$ cat config.mk
export PLATFORM = sky130hd
export DESIGN_NAME = er_start_seq_flat
export DESIGN_NICKNAME = d
export VERILOG_FILES = /design/src/rtl/er_start_seq_if.sv /design/src/rtl/er_start_seq.sv /design/src/flat_wrapper.sv
export SDC_FILE = /design/constraint.sdc
export NUM_CORES = 1
export LEC_CHECK = 0
export CAP_MARGIN = 15
export CORE_MARGIN = 2
export CORE_UTILIZATION = 45
export CTS_CLUSTER_SIZE = 14
export DETAILED_ROUTE_END_ITERATION = 6
export PLACE_DENSITY = 0.67
export SYNTH_ARGS = -nofsm -noshare
export SYNTH_HDL_FRONTEND = slang
export SYNTH_SLANG_ARGS = --single-unit
$ cat constraint.sdc
create_clock -name clk_sys_i -period 4.7 [get_ports clk_sys_i]
set_clock_uncertainty 0.05 [all_clocks]
set_input_delay 0.94 -clock clk_sys_i [delete_from_list [all_inputs] [get_ports clk_sys_i]]
set_output_delay 0.94 -clock clk_sys_i [all_outputs]
set_load 0.01 [all_outputs]
$ cat src/rtl/er_start_seq_if.sv
// Control/engine-side signal bundle of the Earthrise start sequencer.
// The sequencer connects through the slave modport.
interface er_start_seq_if #(
    parameter int unsigned CH   = 2,
    parameter int unsigned CNTW = 8
);
    logic            en;
    logic [1:0]      mode;
    logic            frame;
    logic [CH-1:0]   busy;
    logic [CH-1:0]   start;
    logic            active;
    logic            seq_done;
    logic            ack_err;
    logic [CNTW-1:0] launches;
    logic [CNTW-1:0] missed;

    modport master (
        output en, mode, frame, busy,
        input  start, active, seq_done, ack_err, launches, missed
    );

    modport slave (
        input  en, mode, frame, busy,
        output start, active, seq_done, ack_err, launches, missed
    );
endinterface

$ cat src/rtl/er_start_seq.sv
// Earthrise start sequencer: after a reset hold-off, launches CH engines one after another on
// each trigger (once / every frame / every FRAME_DIV-th frame), counting launches and drops.
module er_start_seq #(
    parameter int unsigned CH        = 2,
    parameter int unsigned HOLD      = 16,
    parameter int unsigned FRAME_DIV = 2,
    parameter int unsigned ACK_TMO   = 8,
    parameter int unsigned CNTW      = 8
) (
    input logic           clk_sys_i,
    input logic           rst_sys_ni,
    er_start_seq_if.slave bus_if
);
    localparam int unsigned ChW     = (CH > 1) ? $clog2(CH) : 1;
    localparam int unsigned HoldW   = $clog2(HOLD + 1);
    localparam int unsigned DivW    = (FRAME_DIV > 1) ? $clog2(FRAME_DIV) : 1;
    localparam int unsigned TmoW    = $clog2(ACK_TMO + 1);
    // Last WAIT_ACK count before timing out, so ack_err lands ACK_TMO cycles after start.
    localparam int unsigned TmoLast = (ACK_TMO >= 2) ? ACK_TMO - 2 : 0;

    typedef enum logic [2:0] {
        StHold, StArm, StStart, StWaitAck, StWaitDone, StNext
    } state_e;

    state_e            state_q, state_d;
    logic [HoldW-1:0]  hold_q, hold_d;
    logic [DivW-1:0]   div_q, div_d;
    logic              once_q, once_d;
    logic [ChW-1:0]    ch_q, ch_d;
    logic [TmoW-1:0]   tmo_q, tmo_d;
    logic              ack_err_q, ack_err_d;
    logic [CNTW-1:0]   launches_q, launches_d;
    logic [CNTW-1:0]   missed_q, missed_d;

    logic div_wrap, frame_hit, trig, busy_sel, last_ch, is_active;

    assign div_wrap  = (div_q == DivW'(FRAME_DIV - 1));
    // A frame that would start a sequence if the sequencer were idle.
    assign frame_hit = bus_if.en & bus_if.frame &
                       ((bus_if.mode == 2'd2) | ((bus_if.mode == 2'd3) & div_wrap));
    assign trig      = (bus_if.en & (bus_if.mode == 2'd1) & ~once_q) | frame_hit;
    assign busy_sel  = bus_if.busy[ch_q];
    assign last_ch   = (ch_q == ChW'(CH - 1));
    assign is_active = (state_q == StStart) | (state_q == StWaitAck) |
                       (state_q == StWaitDone) | (state_q == StNext);

    always_ff @(posedge clk_sys_i or negedge rst_sys_ni) begin
        if (!rst_sys_ni) begin
            state_q    <= StHold;
            hold_q     <= '0;
            div_q      <= '0;
            once_q     <= 1'b0;
            ch_q       <= '0;
            tmo_q      <= '0;
            ack_err_q  <= 1'b0;
            launches_q <= '0;
            missed_q   <= '0;
        end else begin
            state_q    <= state_d;
            hold_q     <= hold_d;
            div_q      <= div_d;
            once_q     <= once_d;
            ch_q       <= ch_d;
            tmo_q      <= tmo_d;
            ack_err_q  <= ack_err_d;
            launches_q <= launches_d;
            missed_q   <= missed_d;
        end
    end

    always_comb begin
        state_d   = state_q;
        hold_d    = hold_q;
        once_d    = once_q;
        ch_d      = ch_q;
        tmo_d     = tmo_q;
        ack_err_d = ack_err_q;
        unique case (state_q)
            StHold: begin
                if (hold_q == HoldW'(HOLD - 1)) state_d = StArm;
                else                            hold_d  = hold_q + HoldW'(1);
            end
            StArm: begin
                if (trig) begin
                    ch_d    = '0;
                    state_d = StStart;
                    if (bus_if.mode == 2'd1) once_d = 1'b1;
                end
            end
            StStart: begin
                tmo_d   = '0;
                state_d = StWaitAck;
            end
            StWaitAck: begin
                if (busy_sel) begin
                    state_d = StWaitDone;
                end else if (tmo_q == TmoW'(TmoLast)) begin
                    ack_err_d = 1'b1;
                    state_d   = StNext;
                end else begin
                    tmo_d = tmo_q + TmoW'(1);
                end
            end
            StWaitDone: begin
                if (!busy_sel) state_d = StNext;
            end
            StNext: begin
                if (last_ch) begin
                    state_d = StArm;
                end else begin
                    ch_d    = ch_q + ChW'(1);
                    state_d = StStart;
                end
            end
            default: state_d = StHold;
        endcase
    end

    always_comb begin
        div_d      = div_q;
        launches_d = launches_q;
        missed_d   = missed_q;
        if (bus_if.frame) div_d = div_wrap ? '0 : div_q + DivW'(1);
        if ((state_q == StNext) && last_ch && (launches_q != '1)) launches_d = launches_q + 1'b1;
        if (is_active && frame_hit && (missed_q != '1)) missed_d = missed_q + 1'b1;
    end

    always_comb begin
        bus_if.start = '0;
        if (state_q == StStart) bus_if.start[ch_q] = 1'b1;
        bus_if.active   = is_active;
        bus_if.seq_done = (state_q == StNext) & last_ch;
        bus_if.ack_err  = ack_err_q;
        bus_if.launches = launches_q;
        bus_if.missed   = missed_q;
    end
endmodule

$ cat src/flat_wrapper.sv
// flat-port wrapper written by rule: the top's interface ports become plain ports
module er_start_seq_flat 
#(
    parameter int unsigned CH        = 2,
    parameter int unsigned HOLD      = 16,
    parameter int unsigned FRAME_DIV = 2,
    parameter int unsigned ACK_TMO   = 8,
    parameter int unsigned CNTW      = 8
)
  (clk_sys_i, rst_sys_ni, bus_if_en, bus_if_mode, bus_if_frame, bus_if_busy, bus_if_start, bus_if_active, bus_if_seq_done, bus_if_ack_err, bus_if_launches, bus_if_missed);
  er_start_seq_if #(.CH(CH), .CNTW(CNTW)) bus_if_i ();
  input logic clk_sys_i;
  input logic rst_sys_ni;
  input wire logic [$bits(bus_if_i.en)-1:0] bus_if_en;
  input wire logic [$bits(bus_if_i.mode)-1:0] bus_if_mode;
  input wire logic [$bits(bus_if_i.frame)-1:0] bus_if_frame;
  input wire logic [$bits(bus_if_i.busy)-1:0] bus_if_busy;
  output wire logic [$bits(bus_if_i.start)-1:0] bus_if_start;
  output wire logic [$bits(bus_if_i.active)-1:0] bus_if_active;
  output wire logic [$bits(bus_if_i.seq_done)-1:0] bus_if_seq_done;
  output wire logic [$bits(bus_if_i.ack_err)-1:0] bus_if_ack_err;
  output wire logic [$bits(bus_if_i.launches)-1:0] bus_if_launches;
  output wire logic [$bits(bus_if_i.missed)-1:0] bus_if_missed;
  assign bus_if_i.en = bus_if_en;
  assign bus_if_i.mode = bus_if_mode;
  assign bus_if_i.frame = bus_if_frame;
  assign bus_if_i.busy = bus_if_busy;
  assign bus_if_start = bus_if_i.start;
  assign bus_if_active = bus_if_i.active;
  assign bus_if_seq_done = bus_if_i.seq_done;
  assign bus_if_ack_err = bus_if_i.ack_err;
  assign bus_if_launches = bus_if_i.launches;
  assign bus_if_missed = bus_if_i.missed;
  er_start_seq #(.CH(CH), .HOLD(HOLD), .FRAME_DIV(FRAME_DIV), .ACK_TMO(ACK_TMO), .CNTW(CNTW)) u_core (.clk_sys_i(clk_sys_i), .rst_sys_ni(rst_sys_ni), .bus_if(bus_if_i));
endmodule
==> flow_summary.yaml, run 1 <==
outcome:
  status: "finished clean"
die:
  die_h_um: 64.0
  fp-row-count: 21
  die_w_um: 64.0
  start_util: 0.478
  io_pins: 29
  core_um2: 3390
  fp.dieArea_um2: 4100
setup_path:
  r2r_slack_ns: 2.53
  crit_start: "u_core.state_q[1]"
  rr_startpoint: "u_core.hold_q[0]"
  crit_arrival_ns: 1.88
  cp-endpoint: "bus_if_seq_done"
  crit_required_ns: 3.71
  r2r_cells: 6
  worstSetupPathType: "register to primary output"
  worstSetupEndpointType: "primary output"
  cp-start-kind: "register"
  cp_max_fo: 10
  r2r_end: "u_core.state_q[0]"
sta:
  setup_viol: 0
  max_slew_margin: 0.543
  worst_slack_ns: 1.83
  worst_pin_slew_ns: 0.680
  hold_viol_final: 0
  timing.fmax_ghz: 0.349
  period_needed_ns: 2.87
  rsz0062_at_grt: "no"
  slew_viol_final: 0
  period_share: 0.610
  tns_ns: 0
logic_synthesis:
  synthArstFlopShare: 1.00
  yosysUniqueCellTypes: 42
  synth_edf_count: 0
  synthTopCellsByCount: "dfrtp_1 (32), xor2_1 (15), nand2_1 (11), nor2_1 (11), nand3_1 (10)"
  synth-main-ff-cell: "dfrtp_1"
  syn_area_um2: 1620
  netlist_instances: 150
  synth_top_cell_by_area: "dfrtp_1"
  syn-num-nets: 164
  synth_area_leaders: "dfrtp_1 (49%), xor2_1 (8.1%), ha_1 (4.6%)"
  synth-seq-cells: 32
  synth.most_common_cell: "dfrtp_1"
  synth_top_area_frac: 0.494
  avgSynthCellArea_um2: 10.8
  yosysWarnings: 0
  ys_seq_area_frac: 0.494
cts:
  clockBufferDepth: 2
  tritoncts: "built"
  holdBufCountCts: 0
  numCtsBuffers: 5
  clock_latency_ns: 0.33
  path_clk_slew_ns: 0.10
  cts-resized-gates: 0
  root_buffer: "clkbuf_4"
  htreeDepth: 2
  postCtsSetupBuffers: 0
  cts_sinks: 32
final_layout:
  multiInputGateArea_um2: 778
  drive_above_1_share: 0.103
  n_antenna_cell: 0
  area_delta_synth_final_pct: 25.0
  final_area_um2: 2030
  regArea_um2: 801
  final_nets: 198
  fillCellCount: 289
grt:
  grt_max_degree: 33
  grt-ovfl-total: 0
  grt_pass1_vias: 1192
  grt_pass1_wl_um: 5350
  antenna_found_initial: 0
  grt_use_total: 0.168
power:
  power.leakage_nw: 0.924
  ir_worst_vdd_v: 0.000223
  p_per_area_nw_per_um2: 441
placed_design:
  preCtsSetupSlack_ns: 1.94
  io_buffers: 28
  dpl.hpwl_um: 2190
  placed_area_um2: 1950
  place_congestion: 0.795
route:
  postRouteAntennaNets: 0
  wl_um: 3050
  viasPerCell: 5.32
  drtIter0Drc: 46
  drt_pre_antenna_iters: 4
  wl_per_cell_um: 13.2
  drc_errors: 0
  via_count: 1230
hold_path:
  worstHoldPathType: "register to register"
run:
  cap_violations: 0
==> final cells by class <==
class / count / share of cell area
tap: 46 / 0.0284
timing repair buffer: 29 / 0.142
clock buffer: 6 / 0.0204
inverter: 7 / 0.0130
clock inverter: 2 / 0.0173
multi-input combinational: 109 / 0.384
sequential: 32 / 0.395
==> cell usage in the layout (no fill, tap or decap), types with 2 or more instances in the layout <==
cell,Yosys,layout
a21oi_1,4,4
and2_1,2,2
and3b_1,2,2
clkbuf_4,0,5
clkdlybuf4s50_1,0,28
dfrtp_1,32,32
ha_1,6,6
inv_1,7,7
mux2_2,3,3
mux2i_1,2,2
nand2_1,11,11
nand2b_1,3,3
nand3_1,10,10
nand4_1,4,4
nor2_1,11,11
nor3_1,5,5
nor3b_1,2,2
nor4_1,3,3
o21ai_0,2,2
xnor2_1,3,3
xor2_1,15,15
==> where the power goes <==
part	internal [mW]	leakage [nW]	switching, mW
logic	0.156	0.476	0.130
clock network	0.111	0.0422	0.0916
registers	0.327	0.406	0.0764
==> per-layer routing <==
layer / track usage / routed length, um / up-vias
met5: 0 / 0 / -
met4: 0.0571 / 53 / 0
met3: 0.0511 / 133 / 5
met2: 0.266 / 1430 / 26
met1: 0.218 / 1420 / 602
li1: - / - / 597
==> critical path, stage by stage, from the launching register on <==
cell and delay, ns:
dfrtp_1 0.52, nor2b_1 0.24, nand3_1 0.13, inv_1 0.12
clkdlybuf4s50_1 0.54
==> worst min path at each step <==
stage / from / cells past startpoint / to / slack, ns
finish: u_core.div_q / 1 / u_core.div_q / 0.42
global route: u_core.bus_if.ack_err / 1 / u_core.bus_if.ack_err / 0.46
CTS: u_core.div_q / 1 / u_core.div_q / 0.43
detailed placement: u_core.div_q / 1 / u_core.div_q / 0.40
global placement: u_core.div_q / 1 / u_core.div_q / 0.40
floorplan: u_core.div_q / 1 / u_core.div_q / 0.38
==> through the flow <==
stage	util	std cells	power, mW	hold WS, ns
after detailed placement	0.575	223	0.695	0.402
after global routing	0.598	231	0.958	0.456
after CTS	0.598	231	0.901	0.426
after floorplan	-	150	0.580	0.380
after global placement	0.575	223	0.684	0.404
final	0.598	231	0.893	0.424
==> flip-flops by register name (all words and copies together) (netlist names) <==
register / flops
u_core.bus_if.launches: 8
u_core.ch_q: 1
u_core.once_q: 1
u_core.bus_if.missed: 8
u_core.hold_q: 5
u_core.state_q: 3
u_core.bus_if.ack_err: 1
u_core.tmo_q: 4
u_core.div_q: 1
==> cells by family after synthesis <==
group / count (synthesis) / share of synthesized area
muxes: 7 / 0.0509
buffers and inverters: 9 / 0.0262
xor gates and xnor gates: 19 / 0.107
and+or+nand+nor: 59 / 0.194
DFF: 32 / 0.494
AOI/OAI and AO/OA: 18 / 0.0818
adders and majority gates: 6 / 0.0463
(Power assumes the default switching activity.)
==> run 2: changes to the inputs <==
Clock period 4.7 ns to 2.9 ns, I/O delays scaled along.
==> run 2 against run 1 <==
Against the previous run: clock-buffer cell count stayed put; largest power group unchanged; worst setup slack worse by 1.4 ns; combinational power is 61% higher; critical path depth stayed put; final area is 0.37% higher; die area stayed put.
==> flow_summary.yaml, run 2 (same netlist as run 1, synthesis figures left out) <==
outcome:
  status: "finished clean"
placed_design:
  dp_cells: 224
  dpl.hpwl_um: 2180
  io_buffers: 28
  preCtsSetupSlack_ns: 0.518
  placed_area_um2: 1960
  place_congestion: 0.810
cts:
  clock_latency_ns: 0.33
  tritoncts: "built"
  root_buffer: "clkbuf_4"
  cts-resized-gates: 0
  path_clk_slew_ns: 0.10
  holdBufCountCts: 0
  htreeDepth: 2
  postCtsSetupBuffers: 0
  cts_sinks: 32
  numCtsBuffers: 5
  clockBufferDepth: 2
route:
  wl_per_cell_um: 12.7
  viasPerCell: 5.13
  postRouteAntennaNets: 0
  via_count: 1191
  drt_pre_antenna_iters: 4
  drtIter0Drc: 39
  wl_um: 2950
  drc_errors: 0
final_layout:
  fillCellCount: 283
  mostFrequentLayoutCell: "dfrtp_1"
  final_area_um2: 2030
  stdcell_count: 232
  final_cell_mix: "dfrtp_1 (32), clkdlybuf4s50_1 (28), xor2_1 (15)"
  n_antenna_cell: 0
  final_nets: 199
  final_util: 0.600
  drive_above_1_share: 0.108
  area_delta_synth_final_pct: 25.5
sta:
  period_share: 0.866
  hold_viol_final: 0
  tns_ns: 0
  max_slew_margin: 0.623
  setup_viol: 0
  rsz0062_at_grt: "no"
  worst_pin_slew_ns: 0.564
  slew_viol_final: 0
  worst_slack_ns: 0.390
  holdWs_ns: 0.425
  timing.fmax_ghz: 0.398
  period_needed_ns: 2.51
setup_path:
  r2r_slack_ns: 0.99
  worstSetupPathType: "register to primary output"
  rr_startpoint: "u_core.ch_q"
  crit_required_ns: 2.27
  cp_max_fo: 11
  cp-start-kind: "register"
  crit_arrival_ns: 1.88
  worstSetupEndpointType: "primary output"
  crit_start: "u_core.state_q[2]"
die:
  io_pins: 29
  start_util: 0.478
  core_um2: 3390
  fp.dieArea_um2: 4100
  fp-row-count: 21
  die_w_um: 64.0
  die_h_um: 64.0
hold_path:
  hold_path.startpoint: "u_core.div_q"
  worstHoldPathType: "register to register"
power:
  report.power.total_mw: 1.44
  p_per_area_nw_per_um2: 707
  ir_worst_vdd_v: 0.000534
  power.leakage_nw: 0.930
grt:
  grt_max_degree: 33
  grt_use_total: 0.162
  grt_pass1_wl_um: 5130
  grt_pass1_vias: 1130
  antenna_found_initial: 0
  grt-ovfl-total: 0
run:
  cap_violations: 0
## run 2: changes by cell type in the layout (fill, tap and decap cells not counted), sizes merged
cell  change
buf       +1
## run 2: final timing paths
check                                          end  cells after the start
hold reg to reg                       u_core.div_q                      1
setup reg to reg                 u_core.state_q[0]                      4
hold / removal                        u_core.div_q                      1
setup / recovery                   bus_if_start[0]                      4
max in group asynchronous  u_core.bus_if.missed[1]                      2
min in group asynchronous         u_core.hold_q[4]                      2
## run 2: worst max-delay path: stages, from the launching register on
cell,delay (ns)
dfrtp_1,0.52
nor2_1,0.20
nand2_1,0.16
nor2_1,0.13
clkdlybuf4s50_1,0.54
## run 2: metal layers
layer | up-vias | share of wire | track usage
li1 | 603 | - | -
met1 | 561 | 0.48 | 0.214
met2 | 23 | 0.46 | 0.250
met3 | 4 | 0.046 | 0.0528
met4 | 0 | 0.011 | 0.0571
met5 | - | 0 | 0
## run 2: layout make-up
class / count / area (um2) / share of cell area
inverters: 7 / 26.3 / 0.0129
well taps: 46 / 57.6 / 0.0283
clock inverters: 2 / 35.0 / 0.0172
flip-flops and latches: 32 / 801 / 0.394
clock buffers: 6 / 41.3 / 0.0203
repair buffers: 30 / 295 / 0.145
multi-input cells: 109 / 778 / 0.383
## run 2: where the power goes
part	switching (mW)	total, mW	internal, mW
clock network	0.145	0.325	0.181
logic	0.207	0.460	0.253
registers	0.122	0.653	0.531
